--- config.mk ---
export PLATFORM = sky130hd
export DESIGN_NAME = jtdsp16_seq_aau_flat
export DESIGN_NICKNAME = d
export VERILOG_FILES = /design/src/rtl/jtdsp16_seq_aau_if.sv /design/src/rtl/jtdsp16_seq_aau.sv /design/src/flat_wrapper.sv
export SDC_FILE = /design/constraint.sdc
export NUM_CORES = 1
export LEC_CHECK = 0
export BUFFER_PORTS_ARGS = -buffer_cell sky130_fd_sc_hd__buf_2
export CORE_ASPECT_RATIO = 0.9
export CORE_MARGIN = 2
export CORE_UTILIZATION = 35
export CTS_CLUSTER_SIZE = 16
export DETAILED_ROUTE_END_ITERATION = 12
export PLACE_DENSITY_LB_ADDON = 0.15
export SYNTH_ARGS = -nofsm -noshare
export SYNTH_HDL_FRONTEND = slang
export SYNTH_SLANG_ARGS = --single-unit
--- constraint.sdc ---
create_clock -name clk -period 3.1 [get_ports clk]
set_input_delay 0.31 -clock clk [delete_from_list [all_inputs] [get_ports clk]]
set_output_delay 0.31 -clock clk [all_outputs]
set_load 0.02 [all_outputs]
--- src/rtl/jtdsp16_seq_aau_if.sv ---
// Sequencer/AAU bus: flow requests, loop setup and sequencer status.
// master drives requests and reads status; slave is the sequencer.
interface jtdsp16_seq_aau_if #(
  parameter int AW = 16
);
  logic          cen;
  logic          goto_ja;
  logic          call_ja;
  logic          goto_pt;
  logic          call_pt;
  logic          ret;
  logic          iret;
  logic          pc_halt;
  logic          ext_irq;
  logic [11:0]   jaddr;
  logic          pt_load;
  logic [AW-1:0] pt_din;
  logic          do_start;
  logic [3:0]    do_len;
  logic [6:0]    do_cnt;
  logic [AW-1:0] pc;
  logic [AW-1:0] pr_top;
  logic          shadow;
  logic          loop_act;
  logic          stk_ovf;
  logic          stk_unf;

  modport master (
    output cen, goto_ja, call_ja, goto_pt,
    output call_pt, ret, iret, pc_halt,
    output ext_irq, jaddr, pt_load, pt_din,
    output do_start, do_len, do_cnt,
    input  pc, pr_top, shadow, loop_act,
    input  stk_ovf, stk_unf
  );

  modport slave (
    input  cen, goto_ja, call_ja, goto_pt,
    input  call_pt, ret, iret, pc_halt,
    input  ext_irq, jaddr, pt_load, pt_din,
    input  do_start, do_len, do_cnt,
    output pc, pr_top, shadow, loop_act,
    output stk_ovf, stk_unf
  );
endinterface

--- src/rtl/jtdsp16_seq_aau.sv ---
// JTDSP16 program sequencer: pc, return stack, irq shadow, do-loops.
// Ports: clk, rst_n (async, active low), bus (slave modport):
//   requests cen/goto/call/ret/iret/halt/irq, jaddr, pt_load/pt_din,
//   do_start/do_len/do_cnt; status pc, pr_top, shadow, loop_act,
//   stk_ovf, stk_unf.
// Option: JTDSP16_SEQ_STACK_EN selects an SDEPTH-deep return stack;
//   otherwise a single pr register is used.
module jtdsp16_seq_aau #(
  parameter int AW     = 16,
  parameter int SDEPTH = 4,
  parameter int LDEPTH = 2
) (
  input logic               clk,
  input logic               rst_n,
  jtdsp16_seq_aau_if.slave  bus
);
  localparam int LW = $clog2(LDEPTH + 1);

  typedef logic [AW-1:0] addr_t;

  if (AW < 12 || SDEPTH < 1 || LDEPTH < 1) begin : g_cfg_chk
    $error("jtdsp16_seq_aau: bad parameters");
  end

  addr_t      pc, pi, pt;
  logic       shadow, ovf, unf;
  addr_t      lhead [LDEPTH];
  addr_t      lend  [LDEPTH];
  logic [6:0] lcnt  [LDEPTH];
  logic [6:0] lcnt_n[LDEPTH];
  logic [LW-1:0] lsp;

  addr_t pc_inc, pc_nxt, lp_pc, ret_pc, pr_top;
  logic  irq, lp_hit, push, pop, iret_go;
  logic  lp_full, ds, ds_ok, ds_ovf;
  logic  rs_ovf, rs_unf;
  int    lvl_n;
  logic  go;

  assign pc_inc = pc + addr_t'(1);
  assign irq    = bus.ext_irq & ~shadow;

  // Walk the loop stack from the top: an exhausted level pops and
  // lets the level below test the same pc within this cycle.
  always_comb begin
    lp_hit = 1'b0;
    lp_pc  = pc_inc;
    lvl_n  = int'(lsp);
    go     = ~bus.pc_halt;
    for (int i = 0; i < LDEPTH; i++) lcnt_n[i] = lcnt[i];
    for (int i = LDEPTH - 1; i >= 0; i--) begin
      if (go && i < lvl_n) begin
        if (lend[i] == pc) begin
          lp_hit = 1'b1;
          if (lcnt[i] > 7'd1) begin
            lcnt_n[i] = lcnt[i] - 7'd1;
            lp_pc     = lhead[i];
            go        = 1'b0;
          end else begin
            lvl_n = i;
          end
        end else begin
          go = 1'b0;
        end
      end
    end
  end

  always_comb begin
    pc_nxt  = pc_inc;
    push    = 1'b0;
    pop     = 1'b0;
    iret_go = 1'b0;
    if (irq) begin
      pc_nxt = '0;
    end else if (lp_hit) begin
      pc_nxt = lp_pc;
    end else if (bus.goto_ja | bus.call_ja) begin
      pc_nxt = (pc & ~addr_t'(12'hfff)) | addr_t'(bus.jaddr);
      push   = bus.call_ja;
    end else if (bus.goto_pt | bus.call_pt) begin
      pc_nxt = pt;
      push   = bus.call_pt;
    end else if (bus.ret) begin
      pc_nxt = ret_pc;
      pop    = 1'b1;
    end else if (bus.iret) begin
      pc_nxt  = pi;
      iret_go = 1'b1;
    end else if (bus.pc_halt) begin
      pc_nxt = pc;
    end
  end

  assign lp_full = lsp == LW'(LDEPTH);
  assign ds      = bus.do_start & ~irq & ~lp_hit;
  assign ds_ovf  = ds & lp_full;
  assign ds_ok   = ds & ~lp_full &
                   (|bus.do_len) & (|bus.do_cnt);

`ifdef JTDSP16_SEQ_STACK_EN
  localparam int SW = $clog2(SDEPTH + 1);

  addr_t         stk[SDEPTH];
  logic [SW-1:0] sp;
  logic          empty;

  assign empty  = sp == '0;
  assign ret_pc = empty ? '0 : stk[0];
  assign pr_top = ret_pc;
  assign rs_ovf = push & (sp == SW'(SDEPTH));
  assign rs_unf = pop & empty;

  // Full push shifts the oldest entry out of the bottom.
  always_ff @(posedge clk or negedge rst_n) begin
    if (!rst_n) begin
      sp <= '0;
      for (int i = 0; i < SDEPTH; i++) stk[i] <= '0;
    end else if (bus.cen) begin
      if (push) begin
        for (int i = SDEPTH - 1; i > 0; i--)
          stk[i] <= stk[i-1];
        stk[0] <= pc_inc;
        if (!rs_ovf) sp <= sp + SW'(1);
      end else if (pop) begin
        for (int i = 0; i < SDEPTH - 1; i++)
          stk[i] <= stk[i+1];
        if (!empty) sp <= sp - SW'(1);
      end
    end
  end
`else
  addr_t pr;

  assign ret_pc = pr;
  assign pr_top = pr;
  assign rs_ovf = 1'b0;
  assign rs_unf = 1'b0;

  always_ff @(posedge clk or negedge rst_n) begin
    if (!rst_n)
      pr <= '0;
    else if (bus.cen && push)
      pr <= pc_inc;
  end
`endif

  always_ff @(posedge clk or negedge rst_n) begin
    if (!rst_n) begin
      pc     <= '0;
      pi     <= '0;
      pt     <= '0;
      shadow <= 1'b0;
      ovf    <= 1'b0;
      unf    <= 1'b0;
      lsp    <= '0;
      for (int i = 0; i < LDEPTH; i++) begin
        lhead[i] <= '0;
        lend[i]  <= '0;
        lcnt[i]  <= '0;
      end
    end else if (bus.cen) begin
      pc  <= pc_nxt;
      ovf <= ovf | rs_ovf | ds_ovf;
      unf <= unf | rs_unf;
      if (bus.pt_load) pt <= bus.pt_din;
      if (irq) begin
        pi     <= pc;
        shadow <= 1'b1;
      end else if (iret_go) begin
        shadow <= 1'b0;
      end
      if (!irq && lp_hit) begin
        lsp <= LW'(lvl_n);
        for (int i = 0; i < LDEPTH; i++)
          lcnt[i] <= lcnt_n[i];
      end else if (ds_ok) begin
        for (int i = 0; i < LDEPTH; i++) begin
          if (LW'(i) == lsp) begin
            lhead[i] <= pc_inc;
            lend[i]  <= pc + addr_t'(bus.do_len);
            lcnt[i]  <= bus.do_cnt;
          end
        end
        lsp <= lsp + LW'(1);
      end
    end
  end

  assign bus.pc       = pc;
  assign bus.pr_top   = pr_top;
  assign bus.shadow   = shadow;
  assign bus.loop_act = lsp != '0;
  assign bus.stk_ovf  = ovf;
  assign bus.stk_unf  = unf;
endmodule

--- src/flat_wrapper.sv ---
// flat-port wrapper written by rule: the top's interface ports become plain ports
module jtdsp16_seq_aau_flat 
#(
  parameter int AW     = 16,
  parameter int SDEPTH = 4,
  parameter int LDEPTH = 2
)
  (clk, rst_n, bus_cen, bus_goto_ja, bus_call_ja, bus_goto_pt, bus_call_pt, bus_ret, bus_iret, bus_pc_halt, bus_ext_irq, bus_jaddr, bus_pt_load, bus_pt_din, bus_do_start, bus_do_len, bus_do_cnt, bus_pc, bus_pr_top, bus_shadow, bus_loop_act, bus_stk_ovf, bus_stk_unf);
  jtdsp16_seq_aau_if #(.AW(AW)) bus_i ();
  input logic clk;
  input logic rst_n;
  input wire logic [$bits(bus_i.cen)-1:0] bus_cen;
  input wire logic [$bits(bus_i.goto_ja)-1:0] bus_goto_ja;
  input wire logic [$bits(bus_i.call_ja)-1:0] bus_call_ja;
  input wire logic [$bits(bus_i.goto_pt)-1:0] bus_goto_pt;
  input wire logic [$bits(bus_i.call_pt)-1:0] bus_call_pt;
  input wire logic [$bits(bus_i.ret)-1:0] bus_ret;
  input wire logic [$bits(bus_i.iret)-1:0] bus_iret;
  input wire logic [$bits(bus_i.pc_halt)-1:0] bus_pc_halt;
  input wire logic [$bits(bus_i.ext_irq)-1:0] bus_ext_irq;
  input wire logic [$bits(bus_i.jaddr)-1:0] bus_jaddr;
  input wire logic [$bits(bus_i.pt_load)-1:0] bus_pt_load;
  input wire logic [$bits(bus_i.pt_din)-1:0] bus_pt_din;
  input wire logic [$bits(bus_i.do_start)-1:0] bus_do_start;
  input wire logic [$bits(bus_i.do_len)-1:0] bus_do_len;
  input wire logic [$bits(bus_i.do_cnt)-1:0] bus_do_cnt;
  output wire logic [$bits(bus_i.pc)-1:0] bus_pc;
  output wire logic [$bits(bus_i.pr_top)-1:0] bus_pr_top;
  output wire logic [$bits(bus_i.shadow)-1:0] bus_shadow;
  output wire logic [$bits(bus_i.loop_act)-1:0] bus_loop_act;
  output wire logic [$bits(bus_i.stk_ovf)-1:0] bus_stk_ovf;
  output wire logic [$bits(bus_i.stk_unf)-1:0] bus_stk_unf;
  assign bus_i.cen = bus_cen;
  assign bus_i.goto_ja = bus_goto_ja;
  assign bus_i.call_ja = bus_call_ja;
  assign bus_i.goto_pt = bus_goto_pt;
  assign bus_i.call_pt = bus_call_pt;
  assign bus_i.ret = bus_ret;
  assign bus_i.iret = bus_iret;
  assign bus_i.pc_halt = bus_pc_halt;
  assign bus_i.ext_irq = bus_ext_irq;
  assign bus_i.jaddr = bus_jaddr;
  assign bus_i.pt_load = bus_pt_load;
  assign bus_i.pt_din = bus_pt_din;
  assign bus_i.do_start = bus_do_start;
  assign bus_i.do_len = bus_do_len;
  assign bus_i.do_cnt = bus_do_cnt;
  assign bus_pc = bus_i.pc;
  assign bus_pr_top = bus_i.pr_top;
  assign bus_shadow = bus_i.shadow;
  assign bus_loop_act = bus_i.loop_act;
  assign bus_stk_ovf = bus_i.stk_ovf;
  assign bus_stk_unf = bus_i.stk_unf;
  jtdsp16_seq_aau #(.AW(AW), .SDEPTH(SDEPTH), .LDEPTH(LDEPTH)) u_core (.clk(clk), .rst_n(rst_n), .bus(bus_i));
endmodule
; Yosys cells after proc, flatten, opt, wreduce, memory -nomap -nowiden
; Index checks and enable logic that the tools add are counted.
[word_totals]
reg_bits = 146
input_bits = 52
out_inout_bits = 36
elab_cells = 122
[classes]
addsub = 5
order_cmp = 4
eq_ne = 11
mux = 50
n_bitwise = 17
n_reduce_logical = 22
[ops]
columns = operator, n
row1 = $mux W16, 13
row2 = $mux W32, 2
row3 = $mux W7, 8
row4 = $eq A16 B16 Y1, 2
row5 = $lt A1 B32 Y1 const A, 1
row6 = $mux W14, 2
row7 = $mux W1, 19
row8 = $add A16 B1 Y16 const B, 1
row9 = $add A16 B4 Y16, 1
row10 = $or A16 B12 Y16, 1
row11 = $gt A7 B1 Y1 const B, 2
row12 = $sub A7 B1 Y7 const B, 2
row13 = $mux W2, 6
row14 = $ne A2 B1 Y1 const B, 6
row15 = $reduce_and A6 Y1, 2
row16 = $reduce_and A2 Y1, 5
row17 = $reduce_bool A2 Y1, 5
row18 = $reduce_and A4 Y1, 2
row19 = $and A1 B1 Y1, 7
row20 = $ne A7 B3 Y1 const B, 1
row21 = $reduce_or A7 Y1, 1
row22 = $not A1 Y1, 6
row23 = $logic_and A1 B1 Y1, 4
row24 = $reduce_or A4 Y1, 1
row25 = 7 further kinds, 9

; Logic depth before layout (Yosys ltp)
; Gate-level depths: netlist (run 1).
[depth]
word_depth = 14
ltp_mapped = 11
depth_no_buf = 10

; Worst setup path before layout (run 1)
; OpenSTA, ideal clock, no wires.
[synth_path]
path_type = register -> register
start = register u_core.pc[0], in the netlist u_core.bus.pc[0]
end = register u_core.lcnt[7] (netlist bit)
arrival_time_ns = 2.437
slack_ns = 0.542
stages_incl_launch_ff = 10
n_path_buf = 2
synth_period_minus_slack_ns = 2.558
path_cell_list = dfrtp_1 clkbuf_1 xor2_1 nor4_1 nand2_1 or3_1 and4_1 buf_2 o22a_1 o22a_1
[synth_via]
elab_chain_len = 13
word_cells_on_any_way = 25
cone_classes = order compare (1) / eq/ne (5) / mux (9) / bitwise (5) / reduce/logical (5)
[synth_lines]
columns = item, line_no
row1 = "start, declared", jtdsp16_seq_aau.sv:25  ; addr_t pc, pi, pt;
row2 = "start signal, assigned", jtdsp16_seq_aau.sv:163  ; pc <= pc_nxt;
row3 = $eq A16 B16 Y1, jtdsp16_seq_aau.sv:53  ; if (lend[i] == pc) begin
row4 = $mux W32, jtdsp16_seq_aau.sv:53
row5 = $mux W32, jtdsp16_seq_aau.sv:52  ; if (go && i < lvl_n) begin
row6 = $lt A1 B32 Y1, jtdsp16_seq_aau.sv:52
row7 = $logic_and A1 B1 Y1, jtdsp16_seq_aau.sv:52
row8 = $mux W1, jtdsp16_seq_aau.sv:52
row9 = $not A1 Y1, jtdsp16_seq_aau.sv:96  ; assign ds = bus.do_start & ~irq & ~lp_hit;
row10 = $and A1 B1 Y1, jtdsp16_seq_aau.sv:96
row11 = $and A1 B1 Y1 (2 in a row), jtdsp16_seq_aau.sv:98  ; assign ds_ok = ds & ~lp_full &
row12 = $and A1 B1 Y1, jtdsp16_seq_aau.sv:99  ; (|bus.do_len) & (|bus.do_cnt);
row13 = $reduce_bool A2 Y1 (no line), --
row14 = $reduce_and A6 Y1 (no line), --
row15 = "end signal, assigned by index", jtdsp16_seq_aau.sv:176  ; lcnt[i] <= lcnt_n[i];
row16 = "end signal, assigned by index", jtdsp16_seq_aau.sv:182  ; lcnt[i] <= bus.do_cnt;
row17 = "end, declared", jtdsp16_seq_aau.sv:29  ; logic [6:0] lcnt [LDEPTH];
; Parallel ways exist; a longest one is shown, timed or not.
; A chain may end at the register's enable or synchronous reset.

; Final worst setup path (run 1)
[layout_path]
start = register u_core.pc[1], in the netlist u_core.bus.pc[1]
end = register u_core.lcnt[8] (netlist bit)
; The elaborated chain is that of the path after synthesis.

==> impl_metrics.json, run 1 <==
{
  "die_w_um": 165,
  "rr_startpoint": "u_core.bus.pc[1]",
  "cp-end-kind": "flip-flop",
  "drt_iter0_markers": 515,
  "final_cell_area_mm2": 0.00973,
  "die-area_mm2": 0.0246,
  "place_congestion": 0.853,
  "cts_post_setup_buffers_inserted": 0,
  "crit_required_ns": 3.45,
  "fin_setup_tns_ns": 0,
  "reg2reg_depth": 8,
  "place_hpwl_um": 18400,
  "fin_skew_ns": 0.0163,
  "p_leak_nw": 4.34,
  "grt_use_met3": 0.0425,
  "intPower_mw": 4.82,
  "cts_htree_levels": 4,
  "seq_power_share": 0.414,
  "min_path_type": "input port to flip-flop",
  "clk_path_buf_depth": 2,
  "critPathMaxStageDelay_ns": 0.46,
  "port_buffers": 86,
  "r2r-end": "u_core.lcnt[8]",
  "post-route-period-util": 0.935,
  "syn_nets": 921,
  "critPathTopFamily": "simple AND/OR/NAND/NOR gates",
  "dpl_cell_area_mm2": 0.00912,
  "clk_pin_slew_ns": 0.07,
  "ant_nets": 0,
  "first_pass_iters": 6,
  "synth_cell_types": 66,
  "cp_max_fo": 11,
  "clockRootBuffer": "clkbuf_16",
  "min_path_cells": 2,
  "dp_slack_ns": 0.0755,
  "final_cell_mix": "146 x dfrtp_1, 85 x buf_2, 84 x nand2_1",
  "ys_ff_latch": 146,
  "grt_pass1_vias": 6566,
  "crit_type": "flip-flop to flip-flop",
  "clock-sinks": 146,
  "outcome": "finished, final reports clean",
  "cts_tree": "done",
  "io_pins": 88,
  "critPathSlowestCell": "or3_1",
  "cts_inserted_buffers": 17,
  "cp_cell_sequence": "buf_4 -> xor2_1 -> nor4_1 -> nand3_1 -> or3_1 -> and4_1 -> nor2_2 -> mux2i_1",
  "wl_per_cell_um": 19.6,
  "track_usage": 0.211,
  "cap_viol_max_count": 0,
  "num_antenna_cells": 0,
  "slew_headroom": 0.383,
  "yosysSeqAreaShare": 0.447,
  "drive_above_1_share": 0.237,
  "pwr-share-comb": 0.314,
  "overflow": 0,
  "ff2ff_setup_slack_ns": 0.20,
  "min_period_ns": 2.90,
  "worstMarginPinSlew_ns": 0.916,
  "core-area_mm2": 0.0231,
  "p_sw_mw": 2.86,
  "clk-insertion-delay-late_ns": 0.44,
  "drc_errors": 0,
  "p_clk_frac": 0.272,
  "die_h_um": 149,
  "setup_viol": 0,
  "syn2layout_area_growth_pct": 19.1,
  "slew_violations": 0,
  "num_rows": 53,
  "fmax_mhz": 345,
  "async_flop_share": 1.00,
  "hold_violations": 0,
  "rsz0062_at_grt": "false",
  "initial_core_util": 0.353,
  "synth_edf_count": 0,
  "gr-usage-met1": 0.329,
  "vias_per_cell": 5.26,
  "cp_num_buf_inv": 1,
  "worstPathArrival_ns": 3.25,
  "vdd.ir_drop.worst_v": 0.000291,
  "grt_pass1_wl_um": 39200,
  "nNetsFinal": 1016,
  "ys.flop_type": "dfrtp_1",
  "use_met2": 0.296,
  "syn_inst": 855,
  "syn_area_per_cell_um2": 9.55,
  "setup_ws_ns": 0.203,
  "synth.cell_area_mm2": 0.00817,
  "min_from": "bus_pt_din[0]",
  "swShare": 0.372,
  "grt_busiest_layer": "met1",
  "worst_setup_path_start_kind": "flip-flop",
  "antenna_found_initial": 0,
  "vias": 6655,
  "min_to": "u_core.pt[0]",
  "final_common_cell": "dfrtp_1",
  "drt-total-wl_um": 24800,
  "power_density_mw_per_mm2": 789,
  "grt_max_degree": 65,
  "yosysWarnings": 0
}
layer usage:
layer / share of wire / up-vias
li1: - / 3247
met2: 0.42 / 173
met1: 0.52 / 3211
met3: 0.044 / 24
met5: 0 / -
met4: 0.014 / 0
how the worst max path moves through the flow:
stage	from	endpoint	slack, ns	depth (start not counted)
after floorplan	u_core.bus.pc[0]	u_core.lcnt[7]	0.54	9
after global placement	u_core.bus.pc[2]	u_core.lcnt[8]	0.11	8
after detailed placement	u_core.bus.pc[2]	u_core.lcnt[8]	0.08	8
after CTS	u_core.bus.pc[2]	u_core.lcnt[8]	0.05	8
after global routing	u_core.bus.pc[1]	u_core.lcnt[8]	0.01	8
final	u_core.bus.pc[1]	u_core.lcnt[8]	0.20	8
state kept, by name, summed over array words and instances, names as in the netlist:
signal and count:
u_core.bus.pr_top 16, u_core.lend 32, u_core.pt 16, u_core.lcnt 14, u_core.bus.shadow 1, u_core.pi 16
u_core.bus.stk_ovf 1, u_core.lhead 32, u_core.lsp 2, u_core.bus.pc 16
kinds of logic (layout without fill, tap and decap cells):
logic type               count (synthesis)  after routing  share of synthesized area
AND/OR/NAND/NOR                        256            256                      0.148
multiplexers                            81             81                      0.106
other                                    1              1                   0.000459
AO/OA/AOI/OAI                          204            204                      0.155
flip-flops                             146            146                      0.447
buffers and inverters                   87            195                     0.0495
XOR/XNOR                                66             66                     0.0708
adder cells (fa/ha/maj)                 14             14                     0.0224
area by class of cell:
type / instances / area [um2]
Tap cell: 302 / 378
Multi-Input combinational cell: 622 / 4130
Fill cell: 2271 / 13400
Clock buffer: 19 / 453
Sequential cell: 146 / 3650
Timing Repair Buffer: 141 / 890
Clock inverter: 13 / 138
Inverter: 22 / 82.6
Yosys cell counts (9+ instances only):
cell / n / share of area
a211oi_1: 9 / 0.0083
a21oi_1: 69 / 0.042
buf_2: 23 / 0.014
clkbuf_1: 33 / 0.015
dfrtp_1: 146 / 0.45
ha_1: 13 / 0.020
inv_1: 21 / 0.0097
mux2_2: 43 / 0.059
mux2i_1: 35 / 0.043
nand2_1: 84 / 0.039
nand3_1: 19 / 0.012
nand4_1: 10 / 0.0077
nor2_1: 66 / 0.030
nor2b_1: 9 / 0.0069
nor3_1: 16 / 0.0098
nor4_1: 26 / 0.020
o211ai_1: 12 / 0.011
o21ai_0: 62 / 0.038
o221ai_1: 10 / 0.011
xnor2_1: 21 / 0.023
xor2_1: 45 / 0.048
power groups by stage:
stage | combinational (mW) | clock [mW] | sequential [mW]
final | 2.41 | 2.09 | 3.18
after CTS | 2.41 | 2.14 | 3.18
after detailed placement | 2.41 | 0 | 3.19
after global routing | 2.70 | 2.22 | 3.28
after global placement | 2.39 | 0 | 3.21
after floorplan | 1.57 | 0 | 3.16
stage by stage:
stage	util	power [mW]	std cells	hold WS, ns
2_1_floorplan	-	4.73	855	0.0144
3_3_place_gp	0.394	5.60	1232	0.354
3_5_place_dp	0.394	5.60	1232	0.347
4_1_cts	0.420	7.73	1265	0.0830
5_1_grt	0.420	8.19	1265	0.0893
6_report	0.420	7.68	1265	0.0975
what timing repair did:
action                                 in CTS  in global routing
resized for setup                           0                  1
endpoints found under the hold margin      62                  0
setup endpoints to repair                   0                  7
hold buffers                                1                  0
Note: power is estimated with default switching activity, not from simulation.
==> run 2: changes to the inputs <==
Settings changed: ABC_CLOCK_PERIOD_IN_PS set to 3600.
Clock period 3.1 ns to 3.6 ns, I/O delays scaled along.
==> run 2 against run 1 <==
Final cell count is 1.4% lower. Flip-flop and latch count stayed put. Worst setup slack better by 0.23 ns. Die area stayed put. Largest cell class unchanged. Largest power group unchanged. Highest routed layer unchanged.
==> impl_metrics.json, run 2 (synthesis gave the netlist of run 1 again) <==
{
  "total_power_mw": 6.55,
  "syn2layout_area_growth_pct": 17.1,
  "swShare": 0.380,
  "antenna_found_initial": 0,
  "cts_inserted_buffers": 17,
  "drive_above_1_share": 0.221,
  "clockRootBuffer": "clkbuf_16",
  "wl_per_cell_um": 19.3,
  "num_rows": 53,
  "core-area_mm2": 0.0231,
  "fmax_mhz": 316,
  "r2r-end": "u_core.lend[0]",
  "dp_slack_ns": 0.482,
  "pwr-share-comb": 0.305,
  "overflow": 0,
  "fin_setup_tns_ns": 0,
  "setup_ws_ns": 0.432,
  "drc_errors": 0,
  "final_cell_mix": "146 x dfrtp_1, 85 x buf_2, 84 x nand2_1",
  "port_buffers": 86,
  "cp.depth": 6,
  "reg2reg_depth": 6,
  "nNetsFinal": 998,
  "cp_max_fo": 57,
  "cts_tree": "done",
  "first_pass_iters": 5,
  "min_path_type": "input port to flip-flop",
  "clock-sinks": 146,
  "final_common_cell": "dfrtp_1",
  "fillers": 2280,
  "hold_violations": 0,
  "intPower_mw": 4.07,
  "grt_max_degree": 63,
  "cts_htree_levels": 4,
  "fin_skew_ns": 0.0167,
  "cp_cell_sequence": "xor2_1 -> nor4_1 -> nand4_1 -> or3_4 -> and4_2 -> mux2_2",
  "cp_num_buf_inv": 0,
  "io_pins": 88,
  "rr_startpoint": "u_core.bus.pc[9]",
  "p_leak_nw": 4.25,
  "worstMarginPinSlew_ns": 1.18,
  "vias_per_cell": 5.27,
  "die-area_mm2": 0.0246,
  "outcome": "finished, final reports clean",
  "die_w_um": 165,
  "slew_headroom": 0.212,
  "critPathMaxStageDelay_ns": 0.57,
  "ant_nets": 0,
  "clk-insertion-delay-late_ns": 0.44,
  "crit_type": "flip-flop to flip-flop",
  "power_density_mw_per_mm2": 686,
  "place_congestion": 0.812,
  "grt_pass1_vias": 6408,
  "largestRegisters": "u_core.lend x32, u_core.lhead x32",
  "die_h_um": 149,
  "cp-end-kind": "flip-flop",
  "min_period_ns": 3.17,
  "drt_iter0_markers": 380,
  "min_to": "u_core.pt[1]",
  "cts_resized": 0,
  "initial_core_util": 0.353,
  "vdd.ir_drop.worst_v": 0.000245,
  "seq_power_share": 0.419,
  "worstPathArrival_ns": 3.48,
  "slew_violations": 0,
  "cap_viol_max_count": 0,
  "clk_path_buf_depth": 2,
  "post-route-period-util": 0.880,
  "critPathTopFamily": "simple AND/OR/NAND/NOR gates",
  "setup_viol": 0,
  "vias": 6567,
  "worst_setup_path_start_kind": "flip-flop",
  "drt-total-wl_um": 24000,
  "min_path_cells": 2,
  "min_from": "bus_pt_din[1]",
  "rsz0062_at_grt": "false",
  "crit_required_ns": 3.92,
  "p_sw_mw": 2.49,
  "clk_pin_slew_ns": 0.08,
  "place_hpwl_um": 17500,
  "num_antenna_cells": 0,
  "ff2ff_setup_slack_ns": 0.43,
  "track_usage": 0.207,
  "critPathSlowestCell": "and4_2",
  "p_clk_frac": 0.276,
  "grt_pass1_wl_um": 38500
}
[run 2: power by group through the flow]
stage	Clock, mW	Sequential, mW	Combinational, mW
2_1_floorplan	0	2.72	1.35
3_3_place_gp	0	2.77	2.00
3_5_place_dp	0	2.76	2.02
4_1_cts	1.85	2.74	2.02
5_1_grt	1.92	2.84	2.27
6_report	1.81	2.75	2.00
[run 2: what timing repair did]
action                     CTS  global route
buffers inserted             0             0
hold endpoints to repair    60             0
hold buffers                 1             0
setup endpoints to repair    0             0
[run 2: layout make-up]
| class | instances | area (um2) | share of cell area |
|---|---|---|---|
| clock inverters | 14 | 153 | 0.0160 |
| repair buffers | 123 | 729 | 0.0763 |
| clock buffers | 18 | 439 | 0.0459 |
| inverters | 22 | 82.6 | 0.00864 |
| flip-flops and latches | 146 | 3650 | 0.382 |
| well taps | 302 | 378 | 0.0395 |
| multi-input cells | 622 | 4130 | 0.432 |
[run 2: stage by stage]
stage | util | hold WS (ns) | cells | area, um2
floorplan | - | 0.0644 | 855 | 8170
global placement | 0.387 | 0.415 | 1214 | 8960
detailed placement | 0.387 | 0.412 | 1214 | 8960
CTS | 0.413 | 0.128 | 1247 | 9560
global route | 0.413 | 0.133 | 1247 | 9560
finish | 0.413 | 0.143 | 1247 | 9560
[run 2: worst max path at each step]
stage / start / endpoint / slack (ns)
6_report: u_core.bus.pc[9] / u_core.lend[0] / 0.43
5_1_grt: u_core.lsp[1] / u_core.lend[0] / 0.17
4_1_cts: u_core.bus.pc[9] / u_core.lend[4] / 0.46
3_5_place_dp: u_core.lsp[1] / u_core.lend[3] / 0.48
3_3_place_gp: u_core.bus.pc[9] / u_core.lend[0] / 0.50
2_1_floorplan: u_core.bus.pc[0] / u_core.lcnt[7] / 1.04
[run 2: layer usage]
layer / global-route usage / share of wire
met3: 0.0484 / 0.057
met2: 0.286 / 0.42
met5: 0 / 0
met1: 0.323 / 0.52
met4: 0.0478 / 0.0099
==> run 3: changes to the inputs <==
Settings changed: BUFFER_PORTS_ARGS -buffer_cell sky130_fd_sc_hd__buf_2 to -buffer_cell sky130_fd_sc_hd__clkbuf_2.
==> run 3 against run 2 <==
Non-clock buffer count rose by 6. Power up 1.5%. Combinational power barely moved. Sequential share of layout area decreased by 0.23 points.
==> impl_metrics.json, run 3 (synthesis gave the netlist of run 1 again) <==
{
  "clockRootBuffer": "clkbuf_16",
  "ant_nets": 0,
  "fmax_mhz": 309,
  "port_buffers": 86,
  "worst_setup_path_start_kind": "flip-flop",
  "cts_htree_levels": 4,
  "cts_hold_buffers": 1,
  "cts_inserted_buffers": 17,
  "p_leak_nw": 4.29,
  "crit_type": "flip-flop to flip-flop",
  "vdd.ir_drop.worst_v": 0.000338,
  "hold_violations": 0,
  "cp_num_buf_inv": 1,
  "min_path_type": "input port to flip-flop",
  "die_w_um": 165,
  "fin_skew_ns": 0.00988,
  "cts_post_setup_buffers_inserted": 0,
  "power_density_mw_per_mm2": 692,
  "wl_per_cell_um": 19.9,
  "rsz0062_at_grt": "false",
  "post-route-period-util": 0.899,
  "num_rows": 53,
  "total_power_mw": 6.65,
  "syn2layout_area_growth_pct": 17.8,
  "nNetsFinal": 1004,
  "final_cell_mix": "146 x dfrtp_1, 85 x clkbuf_2, 84 x nand2_1",
  "critPathMaxStageDelay_ns": 1.06,
  "drt_iter0_markers": 615,
  "clock-sinks": 146,
  "final_common_cell": "dfrtp_1",
  "drt-total-wl_um": 24900,
  "outcome": "finished, final reports clean",
  "overflow": 0,
  "io_pins": 88,
  "drc_errors": 0,
  "critPathTopFamily": "simple AND/OR/NAND/NOR gates",
  "antenna_found_initial": 0,
  "cp_max_fo": 57,
  "first_pass_iters": 5,
  "crit_required_ns": 3.91,
  "worstPathArrival_ns": 3.55,
  "num_antenna_cells": 0,
  "vias": 6677,
  "initial_core_util": 0.353,
  "cap_viol_max_count": 0,
  "drive_above_1_share": 0.226,
  "clk-insertion-delay-late_ns": 0.43,
  "core-area_mm2": 0.0231,
  "die_h_um": 149,
  "largestRegisters": "u_core.lend x32, u_core.lhead x32",
  "cts_resized": 0,
  "grt_pass1_vias": 6486,
  "cts_tree": "done",
  "fillers": 2301,
  "grt_max_degree": 59,
  "track_usage": 0.211,
  "crit_start": "u_core.lsp[0]",
  "cp_cell_sequence": "inv_1 -> ha_1 -> nor4b_1 -> and2_1 -> and4_2 -> mux2_2",
  "grt_pass1_wl_um": 39200,
  "die-area_mm2": 0.0246,
  "vias_per_cell": 5.33,
  "whs_ns": 0.156,
  "clk_path_buf_depth": 2,
  "place_congestion": 0.851,
  "rr_startpoint": "u_core.lsp[0]",
  "min_period_ns": 3.24,
  "worstMarginPinSlew_ns": 1.22,
  "place_hpwl_um": 18200,
  "min_from": "bus_pt_din[10]",
  "cp-end-kind": "flip-flop",
  "setup_viol": 0,
  "slew_headroom": 0.188,
  "slew_violations": 0,
  "clk_pin_slew_ns": 0.07,
  "critPathSlowestCell": "and4_2",
  "fin_setup_tns_ns": 0
}
-- run 3: final timing paths --
| path | end | slack, ns | cells after the start |
|---|---|---|---|
| worst max-delay path | u_core.lend[0] | 0.36 | 6 |
| worst min-delay path | u_core.pt[10] | 0.16 | 2 |
| worst max register to register | u_core.lend[0] | 0.36 | 6 |
| worst min register to register | u_core.lhead[23] | 0.48 | 2 |
| max in group asynchronous | u_core.lend[30] | 2.24 | 3 |
| min in group asynchronous | u_core.lcnt[4] | 0.47 | 2 |
-- run 3: stage by stage --
| stage | std cells | cell area (um2) | util | worst slack [ns] |
|---|---|---|---|---|
| finish | 1253 | 9620 | 0.416 | 0.364 |
| global route | 1253 | 9620 | 0.416 | 0.226 |
| CTS | 1253 | 9620 | 0.416 | 0.449 |
| detailed placement | 1220 | 9000 | 0.389 | 0.454 |
| global placement | 1220 | 9000 | 0.389 | 0.441 |
| floorplan | 855 | 8170 | - | 1.04 |
-- run 3: cell type report --
cell class / count / area [um2] / area share
multi-input combinational: 622 / 4130 / 0.429
sequential: 146 / 3650 / 0.380
timing repair buffer: 129 / 774 / 0.0805
clock buffer: 18 / 439 / 0.0456
tap: 302 / 378 / 0.0393
clock inverter: 14 / 166 / 0.0173
inverter: 22 / 82.6 / 0.00858
-- run 3: where the power goes --
group | switching [mW] | leakage (nW) | total, mW | internal (mW)
logic | 1.17 | 2.23 | 2.03 | 0.856
clock network | 0.798 | 0.289 | 1.86 | 1.06
registers | 0.502 | 1.77 | 2.76 | 2.26
total | 2.47 | 4.29 | 6.65 | 4.18
-- run 3: per-layer routing --
metal,wire [um],track usage
met1,12800,0.329
met2,10600,0.301
met3,1330,0.0453
met4,183,0.0374
met5,0,0
